## config.mk

```make
export PLATFORM = sky130hd
export DESIGN_NAME = alu_exec_unit
export DESIGN_NICKNAME = d
export VERILOG_FILES = /design/src/rtl/alu_pkg.sv /design/src/rtl/alu_muldiv_iter.sv /design/src/rtl/alu_exec_unit.sv
export SDC_FILE = /design/constraint.sdc
export NUM_CORES = 1
export LEC_CHECK = 0
export CAP_MARGIN = 20
export CORE_MARGIN = 2
export CORE_UTILIZATION = 50
export DETAILED_ROUTE_END_ITERATION = 10
export HOLD_SLACK_MARGIN = 0.03
export PLACE_DENSITY = 0.72
export SKIP_CTS_REPAIR_TIMING = 1
export SYNTH_ARGS = -nofsm -noshare
export SYNTH_HDL_FRONTEND = slang
export SYNTH_SLANG_ARGS = --single-unit
```

## constraint.sdc

```tcl
create_clock -name clk -period 2.9 [get_ports clk]
set_input_delay 0.435 -clock clk [delete_from_list [all_inputs] [get_ports clk]]
set_output_delay 0.435 -clock clk [all_outputs]
set_load 0.01 [all_outputs]
```

## src/rtl/alu_pkg.sv

```systemverilog
// Shared constants for the execute stage: widths, aluOp encodings and the
// mul/div sequencer state type.
package alu_pkg;

  localparam int unsigned XLEN = 32;
  localparam int unsigned ITER = 32;

  localparam logic [3:0] OP_ADD   = 4'd0;
  localparam logic [3:0] OP_SUB   = 4'd1;
  localparam logic [3:0] OP_AND   = 4'd2;
  localparam logic [3:0] OP_OR    = 4'd3;
  localparam logic [3:0] OP_XOR   = 4'd4;
  localparam logic [3:0] OP_SLL   = 4'd5;
  localparam logic [3:0] OP_SRL   = 4'd6;
  localparam logic [3:0] OP_SRA   = 4'd7;
  localparam logic [3:0] OP_SLT   = 4'd8;
  localparam logic [3:0] OP_SLTU  = 4'd9;
  localparam logic [3:0] OP_MUL   = 4'd10;
  localparam logic [3:0] OP_MULHU = 4'd11;
  localparam logic [3:0] OP_DIV   = 4'd12;
  localparam logic [3:0] OP_DIVU  = 4'd13;
  localparam logic [3:0] OP_REM   = 4'd14;
  localparam logic [3:0] OP_REMU  = 4'd15;

  typedef enum logic {IDLE, RUN} state_t;

endpackage

```

## src/rtl/alu_muldiv_iter.sv

```systemverilog
// Iterative radix-2 multiply (shift-add) / restoring divide, one step per cycle.
// done is a combinational completion strobe; the caller registers the result.
module alu_muldiv_iter #(
  parameter int unsigned XLEN = alu_pkg::XLEN,
  parameter int unsigned ITER = alu_pkg::ITER
) (
  input  logic            clk,
  input  logic            reset,
  input  logic            start,
  input  logic [3:0]      op,
  input  logic [XLEN-1:0] a,
  input  logic [XLEN-1:0] b,
  output logic            busy,
  output logic            done,
  output logic [XLEN-1:0] result
);
  import alu_pkg::*;

  localparam int unsigned CW = (ITER > 1) ? $clog2(ITER) : 1;
  localparam logic [XLEN-1:0] MIN_NEG = {1'b1, {(XLEN-1){1'b0}}};

  state_t          state, state_nxt;
  logic [CW-1:0]   cnt;
  logic [XLEN-1:0] hi, lo, opnd;
  logic [3:0]      op_q;
  logic            rem_q, neg_q, neg_r;

  logic            mul_in, sgn_in, rem_in, div_zero, div_ovf, special, launch, last, mul_q;
  logic [XLEN-1:0] special_res, a_mag, b_mag;
  logic [XLEN:0]   mul_sum, div_sh;
  logic [XLEN-1:0] mul_hi_n, mul_lo_n, div_sub, div_hi_n, div_lo_n, quo, rmd, fin_res;
  logic            div_ge;

  assign mul_in   = (op == OP_MUL) || (op == OP_MULHU);
  assign sgn_in   = (op == OP_DIV) || (op == OP_REM);
  assign rem_in   = (op == OP_REM) || (op == OP_REMU);
  assign div_zero = (b == '0);
  assign div_ovf  = sgn_in && (a == MIN_NEG) && (b == '1);
  assign special  = start && !mul_in && (div_zero || div_ovf);
  assign launch   = start && !special && (state == IDLE);
  assign special_res = div_zero ? (rem_in ? a : '1) : (rem_in ? '0 : MIN_NEG);
  assign a_mag    = (sgn_in && a[XLEN-1]) ? ('0 - a) : a;
  assign b_mag    = (sgn_in && b[XLEN-1]) ? ('0 - b) : b;

  assign mul_q = (op_q == OP_MUL) || (op_q == OP_MULHU);
  assign last  = (state == RUN) && (cnt == CW'(ITER - 1));

  // hi/lo/opnd are shared: product pair + multiplicand, or remainder/quotient + divisor
  always_comb begin
    mul_sum  = {1'b0, hi} + (lo[0] ? {1'b0, opnd} : '0);
    mul_hi_n = mul_sum[XLEN:1];
    mul_lo_n = {mul_sum[0], lo[XLEN-1:1]};
    div_sh   = {hi, lo[XLEN-1]};
    div_ge   = (div_sh >= {1'b0, opnd});
    div_sub  = div_sh[XLEN-1:0] - opnd;
    div_hi_n = div_ge ? div_sub : div_sh[XLEN-1:0];
    div_lo_n = {lo[XLEN-2:0], div_ge};
    quo      = neg_q ? ('0 - div_lo_n) : div_lo_n;
    rmd      = neg_r ? ('0 - div_hi_n) : div_hi_n;
    if (mul_q) fin_res = (op_q == OP_MUL) ? mul_lo_n : mul_hi_n;
    else       fin_res = rem_q ? rmd : quo;
  end

  always_ff @(posedge clk or negedge reset) begin
    if (!reset) state <= IDLE;
    else        state <= state_nxt;
  end

  always_comb begin
    state_nxt = state;
    case (state)
      IDLE:    if (start && !special) state_nxt = RUN;
      RUN:     if (last) state_nxt = IDLE;
      default: state_nxt = IDLE;
    endcase
  end

  always_ff @(posedge clk or negedge reset) begin
    if (!reset) begin
      cnt   <= '0;
      hi    <= '0;
      lo    <= '0;
      opnd  <= '0;
      op_q  <= '0;
      rem_q <= 1'b0;
      neg_q <= 1'b0;
      neg_r <= 1'b0;
    end else if (launch) begin
      cnt   <= '0;
      op_q  <= op;
      rem_q <= rem_in;
      neg_q <= sgn_in && (a[XLEN-1] ^ b[XLEN-1]);
      neg_r <= sgn_in && a[XLEN-1];
      hi    <= '0;
      lo    <= mul_in ? b : a_mag;
      opnd  <= mul_in ? a : b_mag;
    end else if (state == RUN) begin
      cnt <= cnt + 1'b1;
      hi  <= mul_q ? mul_hi_n : div_hi_n;
      lo  <= mul_q ? mul_lo_n : div_lo_n;
    end
  end

  assign busy   = (state == RUN);
  assign done   = special || last;
  assign result = special ? special_res : fin_res;

endmodule

```

## src/rtl/alu_exec_unit.sv

```systemverilog
// Execute stage: combinational single-cycle ALU plus optional iterative
// mul/div unit (enabled by `define ALU_MULDIV_EN). start/busy/done handshake.
module alu_exec_unit #(
  parameter int unsigned XLEN = alu_pkg::XLEN,
  parameter int unsigned ITER = alu_pkg::ITER
) (
  input  logic            clk,
  input  logic            reset,
  input  logic [XLEN-1:0] inA,
  input  logic [XLEN-1:0] inB,
  input  logic [3:0]      aluOp,
  input  logic            start,
  output logic            busy,
  output logic            done,
  output logic [XLEN-1:0] result,
  output logic            illegal
);
  import alu_pkg::*;

  logic            accept, is_md;
  logic [XLEN-1:0] alu_y;

  assign accept = start && !busy;
  assign is_md  = (aluOp >= OP_MUL);

  always_comb begin
    alu_y = '0;
    case (aluOp)
      OP_ADD:  alu_y = inA + inB;
      OP_SUB:  alu_y = inA - inB;
      OP_AND:  alu_y = inA & inB;
      OP_OR:   alu_y = inA | inB;
      OP_XOR:  alu_y = inA ^ inB;
      OP_SLL:  alu_y = inA << inB[4:0];
      OP_SRL:  alu_y = inA >> inB[4:0];
      OP_SRA:  alu_y = XLEN'($signed(inA) >>> inB[4:0]);
      OP_SLT:  alu_y = {{(XLEN-1){1'b0}}, ($signed(inA) < $signed(inB))};
      OP_SLTU: alu_y = {{(XLEN-1){1'b0}}, (inA < inB)};
      default: alu_y = '0;
    endcase
  end

`ifdef ALU_MULDIV_EN
  logic            md_done;
  logic [XLEN-1:0] md_result;

  alu_muldiv_iter #(.XLEN(XLEN), .ITER(ITER)) u_muldiv (
    .clk    (clk),
    .reset  (reset),
    .start  (accept && is_md),
    .op     (aluOp),
    .a      (inA),
    .b      (inB),
    .busy   (busy),
    .done   (md_done),
    .result (md_result)
  );

  always_ff @(posedge clk or negedge reset) begin
    if (!reset) begin
      done    <= 1'b0;
      result  <= '0;
      illegal <= 1'b0;
    end else begin
      done <= 1'b0;
      if (accept && !is_md) begin
        result  <= alu_y;
        illegal <= 1'b0;
        done    <= 1'b1;
      end else if (md_done) begin
        result  <= md_result;
        illegal <= 1'b0;
        done    <= 1'b1;
      end
    end
  end
`else
  assign busy = 1'b0;

  // ITER only sizes the iterative datapath, which this build omits
  if (ITER != XLEN) begin : g_iter_ne_xlen
  end

  always_ff @(posedge clk or negedge reset) begin
    if (!reset) begin
      done    <= 1'b0;
      result  <= '0;
      illegal <= 1'b0;
    end else begin
      done <= 1'b0;
      if (accept) begin
        result  <= is_md ? '0 : alu_y;
        illegal <= is_md;
        done    <= 1'b1;
      end
    end
  end
`endif

endmodule
```

Word level (Yosys, flattened, before mapping)
Cells that the tools add are included.
{"block": "word_totals", "regBits": 34, "input_bits": 71, "output_inout_bits": 35}
{"block": "classes", "n_addsub": 2, "n_lt_le_gt_ge": 3, "n_eq_ne": 9, "n_shift": 3, "n_mux": 3, "bitwise": 3, "n_reduce_logical": 1}
{"op": "$pmux W32 S10", "count": 1}
{"op": "$lt A32 B32 Y1", "count": 2}
{"op": "$add A32 B32 Y32", "count": 1}
{"op": "$and A32 B32 Y32", "count": 1}
{"op": "$mux W32", "count": 1}
{"op": "$or A32 B32 Y32", "count": 1}
{"op": "$shl A32 B5 Y32", "count": 1}
{"op": "$shr A32 B5 Y32", "count": 1}
{"op": "$sshr A32 B5 Y32", "count": 1}
{"op": "$sub A32 B32 Y32", "count": 1}
{"op": "$xor A32 B32 Y32", "count": 1}
{"op": "$eq A4 B3 Y1 const B", "count": 4}
{"op": "$eq A4 B2 Y1 const B", "count": 2}
{"op": "$eq A4 B4 Y1 const B", "count": 2}
{"op": "$eq A4 B1 Y1 const B", "count": 1}
{"op": "$ge A4 B4 Y1 const B", "count": 1}
{"op": "$logic_not A4 Y1", "count": 1}
{"op": "$mux W1", "count": 1}

Logic depth before layout (Yosys ltp)
Gate-level depths: netlist of the first run.
{"block": "logic_depth", "ltp_word": 3, "depth_mapped": 14}

Worst setup path after synthesis of the first run
Ideal clock, no wire load.
{"block": "synth_path", "path_type": "input-to-reg", "startpoint": "input inB[2]", "endpoint": "register result[24]", "arrival_ns": 3.309, "setup_slack_ns": -0.535, "path_stages": 14, "path_buffers": 3, "path_cell_list": "inv_2 -> clkbuf_1 -> clkbuf_1 -> ha_1 -> clkbuf_1 -> nand2b_1 -> a211oi_1 -> o22a_1 -> nand3_1 -> a31oi_1 -> a2111oi_0 -> a41oi_1 -> nor2_1 -> o32a_1"}
{"block": "synth_via", "elab_chain_cells": 3}
{"item": "start: declaration", "line": "alu_exec_unit.sv:10", "rtl": "input logic [XLEN-1:0] inB,"}
{"item": "$sub A32 B32 Y32 (tied with other cells)", "line": "alu_exec_unit.sv:30", "rtl": "OP_SUB: alu_y = inA - inB;"}
{"item": "$pmux W32 S10 (*)", "line": "alu_exec_unit.sv:28", "rtl": "case (aluOp)"}
{"item": "$mux W32 (*)", "line": "alu_exec_unit.sv:92", "rtl": "result <= is_md ? '0 : alu_y;"}
{"item": "end signal: assignment", "line": "alu_exec_unit.sv:92"}
{"item": "end: declaration", "line": "alu_exec_unit.sv:15", "rtl": "output logic [XLEN-1:0] result,"}
Mark *: on every way between the ends. The rest lies on a longest branch, timed or not.
A chain may end at the register's enable or synchronous reset.

Worst setup path after layout of the first run
{"block": "layout_path", "startpoint": "input inA[20]", "endpoint": "register result[20]"}
{"block": "layout_via", "elab_chain_cells": 3}
{"item": "start: declaration", "line": "alu_exec_unit.sv:9", "rtl": "input logic [XLEN-1:0] inA,"}
{"item": "$sub A32 B32 Y32 (tied with other cells)", "line": "alu_exec_unit.sv:30"}
{"item": "$pmux W32 S10 (*)", "line": "alu_exec_unit.sv:28"}
{"item": "$mux W32 (*)", "line": "alu_exec_unit.sv:92"}
Marks and branches as above.

==> impl_metrics.yaml, run 1 <==
status:
  status: "finished, violations left"
  violations: "negative setup slack"
placed_design:
  place_congestion: 1.09
  place_ws_ns: -0.868
  io_buffers: 104
  hpwl_mm: 39.1
  place_inst: 2002
route:
  num_vias: 13500
  ant_nets: 0
  drc: 0
  viasPerCell: 6.69
  dr.pass1.iters: 6
  wl_per_cell_um: 24.9
  drtIter0Drc: 1627
  drt-total-wl_mm: 50.3
layout:
  fillerInstances: 1475
  finalNetCount: 1927
  drive_gt1_share_pct: 36.0
  multiInputGateArea_um2: 9040
  synthToLayoutAreaGrowth_pct: 52.2
  fin_cells: 2021
  seqCellArea_um2: 851
worst_setup_path:
  cp_max_fo: 8
  critPathSlowestCell: "mux4_2"
  arrival_ns: 3.16
  critPathLaunchType: "input pin"
  crit_chain: "clkdlybuf4s50_1 > buf_4 > mux4_2 > mux2i_2 > nor2_1 > o21ai_1 > buf_4 > a22o_1 > o211ai_1 > a22oi_1 > o21ai_1"
  crit_type: "in2reg"
  critPathCaptureType: "flop"
  required_ns: 3.06
  crit_path_max_incr_delay_ns: 0.52
  cp.buffers_inverters: 3
  worst-path-stages: 11
  path_delay_family: "compound AO/OA/AOI/OAI gates"
  r2r.worst_path.cells: 6
floorplanning:
  rows: 51
  core_um2: 19400
  die_area_um2: 20900
  num_io_pins: 106
  die_w_um: 144
  initial_core_util_pct: 50.8
  die_h_um: 144
power_and_ir_drop:
  p_total_w: 0.00408
  p_leak_nw: 6.78
  power_density_nw_per_um2: 272
  ir_worst_vdd_uv: 243
global_routing:
  antenna_found_initial: 0
  grt_first_pass_wirelength_mm: 72.4
  overflow: 0
  grt_usage_pct: 46.1
  grt_max_degree: 66
  grt_pass1_vias: 12700
min_path:
  hold_class: "in2async"
clock_tree:
  clockBufferDepth: 2
  cts_buffers: 5
  clockRootBuffer: "clkbuf_16"
  clkLatencyLatePin_ns: 0.29
  ctsHtreeMaxLevel: 2
  path_clk_slew_ns: 0.06
  tritoncts: "built"
  cts_sinks: 34
timing:
  slew_viol_final: 0
  tns_ns: -0.168
  rsz0062_at_grt: "yes"
  fmax_mhz: 334
  finalHoldViolations: 0
  slew_headroom_pct: 43.2
  period_share_pct: 103
  setup_slack_ns: -0.0924
  setup_viol: 2
  fin_crit_ns: 2.99
  worstMarginPinSlew_ns: 0.851
  worst_clock_skew_ns: 0
synthesis:
  syn_area_um2: 9860
  syn_nets: 1518
  ys_seq_area_share_pct: 8.63
  synth_warnings: 0
  synthArstFlopShare_pct: 100
  avgSynthCellArea_um2: 7.33
  synth_edf_count: 0
  synthCells: 1345
  synth_cell_types: 86
  ys.flop_type: "dfrtp_1"
  synth_seq_cells: 34
run:
  maxCapViolations: 0
[cells by family (layout without fill, tap and decap cells)]
| kind of cell | after synthesis | count (layout) | synth area share (%) |
|---|---|---|---|
| xor gates and xnor gates | 26 | 26 | 2.31 |
| DFF | 34 | 34 | 8.63 |
| adders and majority gates | 102 | 102 | 13.1 |
| muxes | 113 | 113 | 18.1 |
| AOI/OAI and AO/OA | 454 | 454 | 30.5 |
| other | 1 | 2 | 0.0380 |
| and+or+nand+nor | 411 | 411 | 18.8 |
| buffers and inverters | 204 | 614 | 8.49 |
[cell type report]
type                    count  share of cell area (%)
diodes                      1                  0.0167
flip-flops and latches     34                    5.67
well taps                 265                    2.21
clock inverters             2                  0.0834
clock buffers               6                   0.926
inverters                 101                    2.64
multi-input cells        1107                    60.3
repair buffers            505                    28.2
[state kept, by name (all words and copies together) (netlist names)]
name	flops
done	1
illegal	1
result	32
[cells in the final DEF, fill, tap and decap left out, drive strengths merged, types with 6 or more instances in the layout]
cell type        n
nor3            40
a31oi           24
o221ai          13
dlymetal6s2s    36
clkdlybuf4s50   62
xnor2           21
a22oi           23
inv             99
buf            407
a22o             8
o21ai           95
o211ai          20
nand2b          12
o21bai          13
nor4            16
nor2b           16
a2111oi          6
o2bb2ai          6
dfrtp           34
nor2           170
nand2           99
clkbuf           6
a21o            11
and2             6
o2111ai          8
o31ai           12
o22ai           11
mux2i           49
a221oi          15
or3              7
a211oi          22
mux4            51
nand3           23
a21oi          127
ha             100
nand4            7
mux2            13
[Yosys cell counts, types with 9 or more instances]
| cell type | count | area [µm²] |
|---|---|---|
| o31ai_1 | 11 | 82.6 |
| a31oi_1 | 24 | 150 |
| buf_1 | 14 | 52.6 |
| nand3_1 | 23 | 115 |
| inv_1 | 91 | 342 |
| buf_2 | 18 | 90.1 |
| nand2_1 | 99 | 372 |
| o21ai_1 | 21 | 105 |
| o21bai_1 | 13 | 97.6 |
| mux2i_1 | 49 | 490 |
| xnor2_1 | 21 | 184 |
| nor2_1 | 170 | 638 |
| a211oi_1 | 20 | 150 |
| o22ai_1 | 11 | 68.8 |
| mux4_2 | 51 | 1150 |
| nand2b_1 | 12 | 75.1 |
| clkbuf_1 | 63 | 236 |
| a21o_1 | 11 | 82.6 |
| nor3_1 | 39 | 195 |
| mux2_2 | 9 | 101 |
| o211ai_1 | 19 | 143 |
| dfrtp_1 | 34 | 851 |
| nor4_1 | 14 | 87.6 |
| ha_1 | 100 | 1250 |
| nor2b_1 | 16 | 100 |
| a22oi_1 | 23 | 173 |
| o21ai_0 | 73 | 365 |
| a221oi_1 | 15 | 131 |
| o221ai_1 | 12 | 105 |
| a21oi_1 | 126 | 631 |
[final timing paths]
| kind | from | slack (ns) | end |
|---|---|---|---|
| hold / removal | reset | 0.25 | result[26] |
| min in group clk | result[5] | 0.49 | result[5] |
| max in group asynchronous | reset | 2.11 | result[16] |
| hold reg to reg | result[5] | 0.49 | result[5] |
| setup / recovery | inA[20] | -0.09 | result[20] |
| setup reg to reg | result[0] | 1.24 | result[0] |
[power breakdown]
group	switching [W]	internal, W	total, W
combinational	0.00157	0.00137	0.00294
sequential	0.0000372	0.000528	0.000566
clock	0.000230	0.000341	0.000571
[per-layer routing]
layer,vias to the layer above,track usage (%),part of all wire [%]
met5,-,0,0
met4,0,31.1,8.8
met3,280,10.3,11
met2,1062,74.0,45
met1,6375,55.1,35
li1,5805,-,-
[metrics by stage]
stage / hold slack [ns] / area (µm²) / util [%]
floorplan: 0.139 / 10000 / -
global placement: 0.472 / 13800 / 71.4
detailed placement: 0.476 / 13800 / 71.4
CTS: 0.275 / 14000 / 72.1
global route: 0.317 / 15000 / 77.3
finish: 0.252 / 15000 / 77.3
Note: power is estimated with default switching activity, not from simulation.
==> inputs of run 2 (changes only) <==
--- a/config.mk
+++ b/config.mk
@@ -8,6 +8,7 @@
 export CAP_MARGIN = 20
 export CORE_MARGIN = 2
 export CORE_UTILIZATION = 50
+export CTS_BUF_LIST = sky130_fd_sc_hd__clkbuf_16
 export DETAILED_ROUTE_END_ITERATION = 10
 export HOLD_SLACK_MARGIN = 0.03
 export PLACE_DENSITY = 0.72
==> run 2 against run 1 <==
Net effect:
- count of clock-buffer cells in the layout is 1 lower
- cell count is essentially flat
- register-to-register slack improved by 0.02 ns
- global-route usage about the same
- core utilization about the same
- die area stayed put
- critical path type unchanged
- sequential cell count did not move
- largest cell class unchanged
- the flow still finishes with violations (negative setup slack)
==> impl_metrics.yaml, run 2 (synthesized netlist as in run 1, its figures left out) <==
status:
  status: "finished, violations left"
  violations: "negative setup slack"
layout:
  synthToLayoutAreaGrowth_pct: 52.2
  layout_common_cells: "buf_4, nor2_1, a21oi_1, nand2_1, ha_1"
  fin_area_um2: 15000
  largest_reg_flops: 32
  reg_top3: "result: 32 flops, done: 1 flops, illegal: 1 flops"
  finalCoreUtilization_pct: 77.4
  finalNetCount: 1927
  final_common_cell: "buf_4"
  drive_gt1_share_pct: 36.0
  largest-register: "result"
timing:
  hold_slack_ns: 0.253
  setup_viol: 2
  worstMarginPinSlew_ns: 0.864
  worst_clock_skew_ns: 0
  rsz0062_at_grt: "yes"
  period_share_pct: 101
  fmax_mhz: 343
  slew_headroom_pct: 42.4
  tns_ns: -0.0248
  finalHoldViolations: 0
  slew_viol_final: 0
  fin_crit_ns: 2.92
  setup_slack_ns: -0.0165
worst_setup_path:
  ff2ff_setup_slack_ns: 1.26
  critPathSlowestCell: "mux4_2"
  crit_path_max_incr_delay_ns: 0.52
  r2r_end: "result[0]"
  crit_chain: "clkdlybuf4s50_1 > buf_4 > mux4_2 > mux2i_2 > nor2_1 > o21ai_1 > buf_4 > a22o_1 > o211ai_1 > a22oi_1 > o21ai_1"
  crit_type: "in2reg"
  r2r.worst_path.cells: 6
  critPathCaptureType: "flop"
  required_ns: 3.07
  arrival_ns: 3.08
  cp_max_fo: 8
  critPathLaunchType: "input pin"
  r2r_start: "result[0]"
global_routing:
  grt_pass1_vias: 12700
  overflow: 0
  antenna_found_initial: 1
  grt_first_pass_wirelength_mm: 72.3
  grt_max_degree: 66
  grt_usage_pct: 46.1
floorplanning:
  rows: 51
  num_io_pins: 106
  die_h_um: 144
  die_w_um: 144
  core_um2: 19400
  die_area_um2: 20900
  initial_core_util_pct: 50.8
route:
  wl_per_cell_um: 24.8
  dr.pass1.iters: 5
  num_vias: 13500
  ant_nets: 0
  viasPerCell: 6.66
  drc: 0
  drtIter0Drc: 1620
  drt-total-wl_mm: 50.1
power_and_ir_drop:
  ir_worst_vdd_uv: 239
  power_density_nw_per_um2: 270
  p_leak_nw: 6.78
placed_design:
  place_ws_ns: -0.868
  place_congestion: 1.09
  io_buffers: 104
  postPlaceCellArea_um2: 13800
  hpwl_mm: 39.1
clock_tree:
  ctsHtreeMaxLevel: 2
  tritoncts: "built"
  cts_buffers: 5
  clockRootBuffer: "clkbuf_16"
  clkLatencyLatePin_ns: 0.29
  path_clk_slew_ns: 0.06
  cts_sinks: 34
  clockBufferDepth: 2
min_path:
  hold_class: "in2async"
run:
  maxCapViolations: 0
==> run 2: cell types whose count changed in the layout (fill, tap and decap cells not counted), sizes merged <==
cell    delta
clkinv     +1
diode      +1
clkbuf     -1
==> run 2: power by group <==
| group | switching (W) | internal (W) |
|---|---|---|
| sequential | 0.0000369 | 0.000528 |
| combinational | 0.00158 | 0.00137 |
| clock | 0.000229 | 0.000314 |
| total | 0.00184 | 0.00221 |
==> run 2: critical path: cells and delay by family <==
| kind | cells | cell delay, ns |
|---|---|---|
| muxes | 2 | 0.78 |
| buffers and inverters | 3 | 0.86 |
| and+or+nand+nor | 1 | 0.07 |
| AOI/OAI and AO/OA | 5 | 0.94 |
==> run 2: worst max-delay path by stage <==
stage / from / to / depth (start not counted)
2_1_floorplan: inB[3] / result[23] / 14
5_1_grt: inA[17] / result[0] / 13
3_5_place_dp: inB[6] / result[29] / 15
3_3_place_gp: inA[0] / result[26] / 12
4_1_cts: inB[6] / result[29] / 15
6_report: inA[20] / result[20] / 11
==> run 2: per-stage QoR <==
stage                     cells  total power (W)
after CTS                  2010          0.00371
after floorplan            1345          0.00187
final                      2022          0.00405
after global placement     2002          0.00312
after global routing       2021          0.00423
after detailed placement   2002          0.00316
==> run 2: routing by layer <==
metal  share of wire [%]  GRT usage (%)  wire [µm]  vias to the layer above
met2                  45           74.3      22800                     1003
li1                    -              -          -                     5797
met3                  11           10.7       5710                      290
met1                  34           54.8      17300                     6372
met4                 8.7           30.7       4370                        0
met5                   0              0          0                        -
==> run 2: area by class of cell <==
type / count / area (µm²)
Multi-Input combinational cell: 1107 / 9060
Clock buffer: 5 / 125
Timing Repair Buffer: 505 / 4230
Antenna cell: 2 / 5.00
Sequential cell: 34 / 851
Inverter: 101 / 397
Clock inverter: 3 / 16.3
Fill cell: 1475 / 4390
Tap cell: 265 / 332
